<file path="src/rtl/mul_sequencer.sv">
// Multi-cycle shift-and-add multiplier controller for the ALU MUL opcode.
// One partial-product step per clock; BUSY stalls the PC, DONE qualifies the write-back.
module mul_sequencer #(
    parameter int unsigned WIDTH = 8,
    parameter int unsigned CNT_W = 4
) (
    input  logic             CLK,
    input  logic             RESET,
    input  logic             START,
    input  logic [WIDTH-1:0] OPERAND1,
    input  logic [WIDTH-1:0] OPERAND2,
    output logic             BUSY,
    output logic             DONE,
    output logic [WIDTH-1:0] RESULT,
    output logic [WIDTH-1:0] RESULT_HI
);

    typedef enum logic [1:0] {StIdle, StRun, StFinish} state_e;

    localparam logic [CNT_W-1:0] LastCnt = CNT_W'(WIDTH - 1);

    state_e             r_state;
    logic [CNT_W-1:0]   r_cnt;
    logic [2*WIDTH-1:0] r_acc;
    logic [2*WIDTH-1:0] r_mcand;
    logic [WIDTH-1:0]   r_mplier;
    logic               r_done;
    logic [WIDTH-1:0]   r_result;
    logic [WIDTH-1:0]   r_result_hi;

    logic [2*WIDTH-1:0] w_acc_next;
    logic               w_last;
    logic               w_busy;

    assign w_acc_next = r_mplier[0] ? (r_acc + r_mcand) : r_acc;
    assign w_last     = (r_cnt == LastCnt);

    always_ff @(posedge CLK) begin
        if (RESET) begin
            r_state     <= StIdle;
            r_cnt       <= '0;
            r_acc       <= '0;
            r_mcand     <= '0;
            r_mplier    <= '0;
            r_done      <= 1'b0;
            r_result    <= '0;
            r_result_hi <= '0;
        end else begin
            r_done <= 1'b0;
            unique case (r_state)
                StIdle: begin
                    if (START) begin
                        r_mcand  <= {{WIDTH{1'b0}}, OPERAND1};
                        r_mplier <= OPERAND2;
                        r_acc    <= '0;
                        r_cnt    <= '0;
                        r_state  <= StRun;
                    end
                end
                StRun: begin
                    r_acc    <= w_acc_next;
                    r_mcand  <= r_mcand << 1;
                    r_mplier <= r_mplier >> 1;
                    r_cnt    <= r_cnt + CNT_W'(1);
                    // Final step: capture the completed product so it is valid with DONE.
                    if (w_last) begin
                        r_state     <= StFinish;
                        r_done      <= 1'b1;
                        r_result    <= w_acc_next[WIDTH-1:0];
                        r_result_hi <= w_acc_next[2*WIDTH-1:WIDTH];
                    end
                end
                StFinish: begin
                    r_state <= StIdle;
                end
                default: begin
                    r_state <= StIdle;
                end
            endcase
        end
    end

    // BUSY follows START combinationally in IDLE so the PC stalls in the decode cycle.
    always_comb begin
        w_busy = 1'b0;
        if (!RESET) begin
            unique case (r_state)
                StIdle:   w_busy = START;
                StRun:    w_busy = 1'b1;
                StFinish: w_busy = 1'b0;
                default:  w_busy = 1'b0;
            endcase
        end
    end

    assign BUSY      = w_busy;
    assign DONE      = r_done;
    assign RESULT    = r_result;
    assign RESULT_HI = r_result_hi;

endmodule
</file>
<file path="config.mk">
export PLATFORM = sky130hd
export DESIGN_NAME = mul_sequencer
export DESIGN_NICKNAME = d
export VERILOG_FILES = /design/src/rtl/mul_sequencer.sv
export SDC_FILE = /design/constraint.sdc
export NUM_CORES = 1
export LEC_CHECK = 0
export ABC_AREA = 0
export BUFFER_PORTS_ARGS = -buffer_cell sky130_fd_sc_hd__buf_4
export CORE_MARGIN = 1.5
export CORE_UTILIZATION = 53
export CTS_BUF_LIST = sky130_fd_sc_hd__clkbuf_8 sky130_fd_sc_hd__clkbuf_16
export CTS_CLUSTER_DIAMETER = 50
export CTS_CLUSTER_SIZE = 28
export DETAILED_ROUTE_END_ITERATION = 10
export PLACE_DENSITY_LB_ADDON = 0.15
export SYNTH_ARGS = -nofsm -noshare
export SYNTH_HDL_FRONTEND = slang
export SYNTH_SLANG_ARGS = --single-unit
</file>
<file path="constraint.sdc">
create_clock -name CLK -period 2 [get_ports CLK]
set_input_delay 0.4 -clock CLK [delete_from_list [all_inputs] [get_ports CLK]]
set_output_delay 0.4 -clock CLK [all_outputs]
set_load 0.02 [all_outputs]
</file>
Yosys cells after proc, flatten, opt, wreduce, memory -nomap -nowiden
Cells that the tools add are included.

storage, ports and cells
  register bits after elaboration = 63
  bits in latches = 0
  memory bits (writable) = 0
  bits in read-only memories = 0
  output and inout port bits = 18
  logic and storage cells = 36
  memories kept = 0

operators by class
  add/sub/neg operators = 2
  multipliers = 0
  div/mod/pow operators = 0
  $lt $le $gt $ge = 0
  eq/ne operators = 4
  shift-type cells = 0
  mux-type cells = 15
  bitwise logic cells = 1
  reduce and logical (&&, ||, !) cells = 6

operators by type and width
  kind                   number
  $pmux W16 S2           2
  $mux W16               3
  $add A16 B16 Y16       1
  $pmux W8 S2            1
  $mux W8                1
  $pmux W4 S2            1
  $reduce_and A2 Y1      3
  $add A4 B1 Y4 const B  1
  $eq A4 B3 Y1 const B   1
  $mux W2                2
  $mux W4                1
  $ne A2 B2 Y1 const B   2
  $pmux W2 S2            1
  $eq A2 B1 Y1 const B   1
  $logic_not A2 Y1       1
  $mux W1                2
  $pmux W1 S2            1
  $reduce_bool A2 Y1     1
  $reduce_or A2 Y1       1
  $not A1 Y1             1

Longest topological paths before layout
  depth after elaboration = 3
  gate-level depth with buffers = 9

Least setup slack after synthesis
Ideal clock, no wire load.

  kind = reg-to-reg
  from = reg r_acc[0]
  to = reg r_result_hi[0] (netlist: RESULT_HI[0])
  library setup time = 0.086 ns
  arrival = 2.144 ns
  data required time = 1.914 ns
  slack = -0.230 ns
  stages on the path, launching flop included = 10
  cell sequence = dfxtp_1 > ha_1 > fa_1 > a211oi_2 > o21ai_4 > a21o_1 > a21oi_1 > xnor2_1 > mux2i_1 > a211oi_1

between the ends
  word-level cells in the longest chain between the ends = 2

ends and longest elaborated chain
  element                   RTL line  text
  start: declaration        24        logic [2*WIDTH-1:0] r_acc;
  start signal: assignment  61        r_acc <= w_acc_next;
  $add A16 B16 Y16          35        assign w_acc_next = r_mplier[0] ? (r_acc + r_mcand) : r_acc;
  $mux W16                  35
  end signal: assignment    70        r_result_hi <= w_acc_next[2*WIDTH-1:WIDTH];
  end: declaration          29        logic [WIDTH-1:0] r_result_hi;

Every way passes these cells.
A chain may end at the register's enable or synchronous reset.

Worst setup path after layout
  from = reg r_mcand[0]
  to = reg r_acc[6]

between the ends
  word-level cells in the longest chain between the ends = 3

ends and longest elaborated chain
  element                   RTL line  text
  start: declaration        25        logic [2*WIDTH-1:0] r_mcand;
  start signal: assignment  53        r_mcand <= {{WIDTH{1'b0}}, OPERAND1};
  start signal: assignment  62        r_mcand <= r_mcand << 1;
  $add A16 B16 Y16          35
  $mux W16                  35
  $pmux W16 S2              50        unique case (r_state)

Every way passes these cells.

==> metrics.md <==
| Metric | Value |
|---|---|
| Status | finished, violations left |
| Failing checks | negative setup slack |
| Pre-antenna DRT Iters | 5 |
| Die ar. | 0.00661 mm2 |
| Port Buf Inserts | 36 |
| Share of cells above drive strength 1 | 35.3% |
| RSZ-0062 raised after global routing | yes |
| CP cell instances | ha_4 > fa_2 > a211oi_4 > buf_4 > buf_6 > nor2_2 > o21ai_2 > a221oi_2 > a21o_1 > a22oi_1 > nor2_1 |
| Mapped cell area | 0.00325 mm2 |
| Row count | 28 |
| Via count | 3,287 |
| Maxcap violations | 0 |
| Antenna viol nets, final | 0 |
| Crit path DAT | 2.40 ns |
| Starting DRC count in detailed routing | 228 |
| Peak supply drop | 0.412 mV |
| Buffer and inverter count on the worst path | 2 |
| Largest net degree at the start of global routing | 29 |
| Antenna Cells | 0 |
| Top cells by count, synth | nor2_1, dfxtp_1, nand2_1 |
| DR WL/cell | 16.1 um |
| Number of synthesized flops with an enable pin | 0 |
| Area post-placement | 0.00396 mm2 |
| CP Capture Type | register |
| Worst setup margin | -0.164 ns |
| Warnings, synthesis | 0 |
| Number of global-route vias before repair | 2,846 |
| Htree depth | 3 |
| HP Class | input pin to register |
| Clk_skew | 0.00830 ns |
| Yosys top cell by area | dfxtp_1 |
| Crit Path Max Fanout | 2 |
| First-pass GRT wire length | 13,500 um |
| CTS Root Cell | clkbuf_8 |
| Via density per instance | 5.87 |
| Ports | 37 |
| DRC Markers | 0 |
| DP HPWL | 5600 um |
| Die Ht | 81.3 um |
| Core area | 0.00592 mm2 |
| Number of fill cells in the layout | 421 |
| CP max stage delay | 0.37 ns |
| FF+latch count, synth | 63 |
| DP Worst Slack | -0.207 ns |
| Most common cell in the netlist | nor2_1 |
| Mean Syn Cell Area | 8.14 um2 |
| Die Width | 81.3 um |
| Library cells used by synthesis | 47 |
| Synthesized instance count | 399 |
| Post-synth ARST share | 0% |
| Synth top area cells | dfxtp_1, nor2_1, ha_1 |
| Maximum clock rate | 462 MHz |
| Fin crit share | 108% |
| CP Data Required Time | 2.24 ns |
| Clk sink count | 63 |
| Tmin final | 2.16 ns |
| Drt total wl | 9020 um |
| CTS Buf Count | 9 |
| Final setup vio count | 11 |
| Worst-margin pin slew | 0.720 ns |
| Max Buffers Root-to-Sink | 2 |
| Top cell type's share of synthesized area | 38.8% |
| Crit-path leading delay family | compound AO/OA/AOI/OAI gates |
| CP Launch Type | register |
| Initial antenna violation count | 0 |
| Pwr Density | 658 mW/mm2 |
| Synth-to-layout area growth | 38.3% |
| CTS tree | yes |
| Setup CP Type | register to register |
| Final hold vios | 0 |
| Max-slew violations | 0 |
| Clock Latency Late Sink | 0.35 ns |
| Final RePlAce weighted congestion | 0.875 |
| Nets@finish | 516 |
| Area of the multi-input gates | 0.00218 mm2 |
| Top FF cell, synth | dfxtp_1 |
| All-layer global routing usage | 26.8% |
| Seq. cell area | 0.00127 mm2 |
| Final instance area | 0.00449 mm2 |
| Rel. slew slack | 51.7% |
| GR Overflow Total | 0 |
| Critical path's slowest cell | fa_2 |
| Total power | 2.95 mW |
| P_leak | 1.81 nW |
| Syn Nets | 435 |
| Clock transition at path regs | 0.08 ns |
| Register area share after synthesis | 38.8% |
| Starting Density | 54.9% |
| Final Core Density | 75.9% |
[state kept, by name (all words and copies together), names as in the netlist]
register and count:
RESULT_HI 8, r_mplier 8, RESULT 8, r_state 2, r_mcand 16, r_cnt 4
DONE 1, r_acc 16
[report_power, final]
group,switching [mW],leakage [nW],internal [mW]
sequential,0.0318,0.515,1.29
combinational,0.203,1.18,0.164
clock,0.535,0.114,0.731
[worst paths after layout]
path                     from          to  slack (ns)  depth (start not counted)
setup / recovery   r_mcand[0]    r_acc[6]       -0.16                         11
hold / removal    OPERAND1[3]  r_mcand[3]        0.31                          3
setup reg to reg   r_mcand[0]    r_acc[6]       -0.16                         11
hold reg to reg     RESULT[7]   RESULT[7]        0.46                          2
[cells in the final DEF, fill, tap and decap left out, drive strengths merged, types with 4 or more instances in the layout]
master	instances
a211oi	12
a21o	6
a21oi	23
a22oi	22
a311oi	17
buf	95
clkbuf	10
dfxtp	63
ha	16
inv	4
mux2	4
mux2i	5
nand2	47
nand3	8
nor2	82
nor3	8
o21ai	17
xnor2	7
xor2	4
[worst reg2reg max path, cell delays in order, from the launching register on]
cell and delay (ns):
dfxtp_2 0.34, ha_4 0.16, fa_2 0.37, a211oi_4 0.28, buf_4 0.16, buf_6 0.09
nor2_2 0.04, o21ai_2 0.16, a221oi_2 0.09, a21o_1 0.17, a22oi_1 0.14, nor2_1 0.06
[logic make-up (layout without fill, tap and decap cells)]
| logic type | Yosys count | after routing | synth area share, % |
|---|---|---|---|
| fa+ha+maj | 17 | 17 | 6.78 |
| mux | 9 | 9 | 2.93 |
| compound gates | 109 | 109 | 23.9 |
| xor+xnor | 11 | 11 | 2.97 |
| buf+inv | 28 | 114 | 3.43 |
| flops | 63 | 63 | 38.8 |
| simple gates | 162 | 162 | 21.2 |
[metal layers]
metal / up-vias / part of all wire, % / track usage [%]
met3: 20 / 5.2 / 4.61
li1: 1592 / - / -
met4: 0 / 1.7 / 13.1
met2: 109 / 50 / 40.7
met1: 1566 / 43 / 36.4
met5: - / 0 / 0
[what timing repair did]
| action | 4_1_cts | 5_1_grt |
|---|---|---|
| setup buffers | 3 | 4 |
| gates cloned | 0 | 0 |
| pin swaps | 28 | 18 |
| gates resized for setup | 21 | 29 |
| hold endpoints to repair | 0 | 0 |
| endpoints found under the setup margin | 18 | 22 |
| hold buffers | 0 | 0 |
[stage by stage]
step / cells / hold WS [ns] / setup TNS, ns
after floorplan: 399 / 0.455 / -0.213
after global placement: 539 / 0.443 / -0.804
after detailed placement: 539 / 0.450 / -1.50
after CTS: 557 / 0.317 / -0.562
after global routing: 560 / 0.321 / -2.33
final: 560 / 0.314 / -0.905
[final cells by class]
class                           instances  area share [%]
Clock buffer                           10            3.06
Clock inverter                          6            1.89
Inverter                                3           0.251
Multi-Input combinational cell        308            48.5
Sequential cell                        63            28.3
Tap cell                               75            2.09
Timing Repair Buffer                   95            16.0
Power figures use the tool's default switching activity.
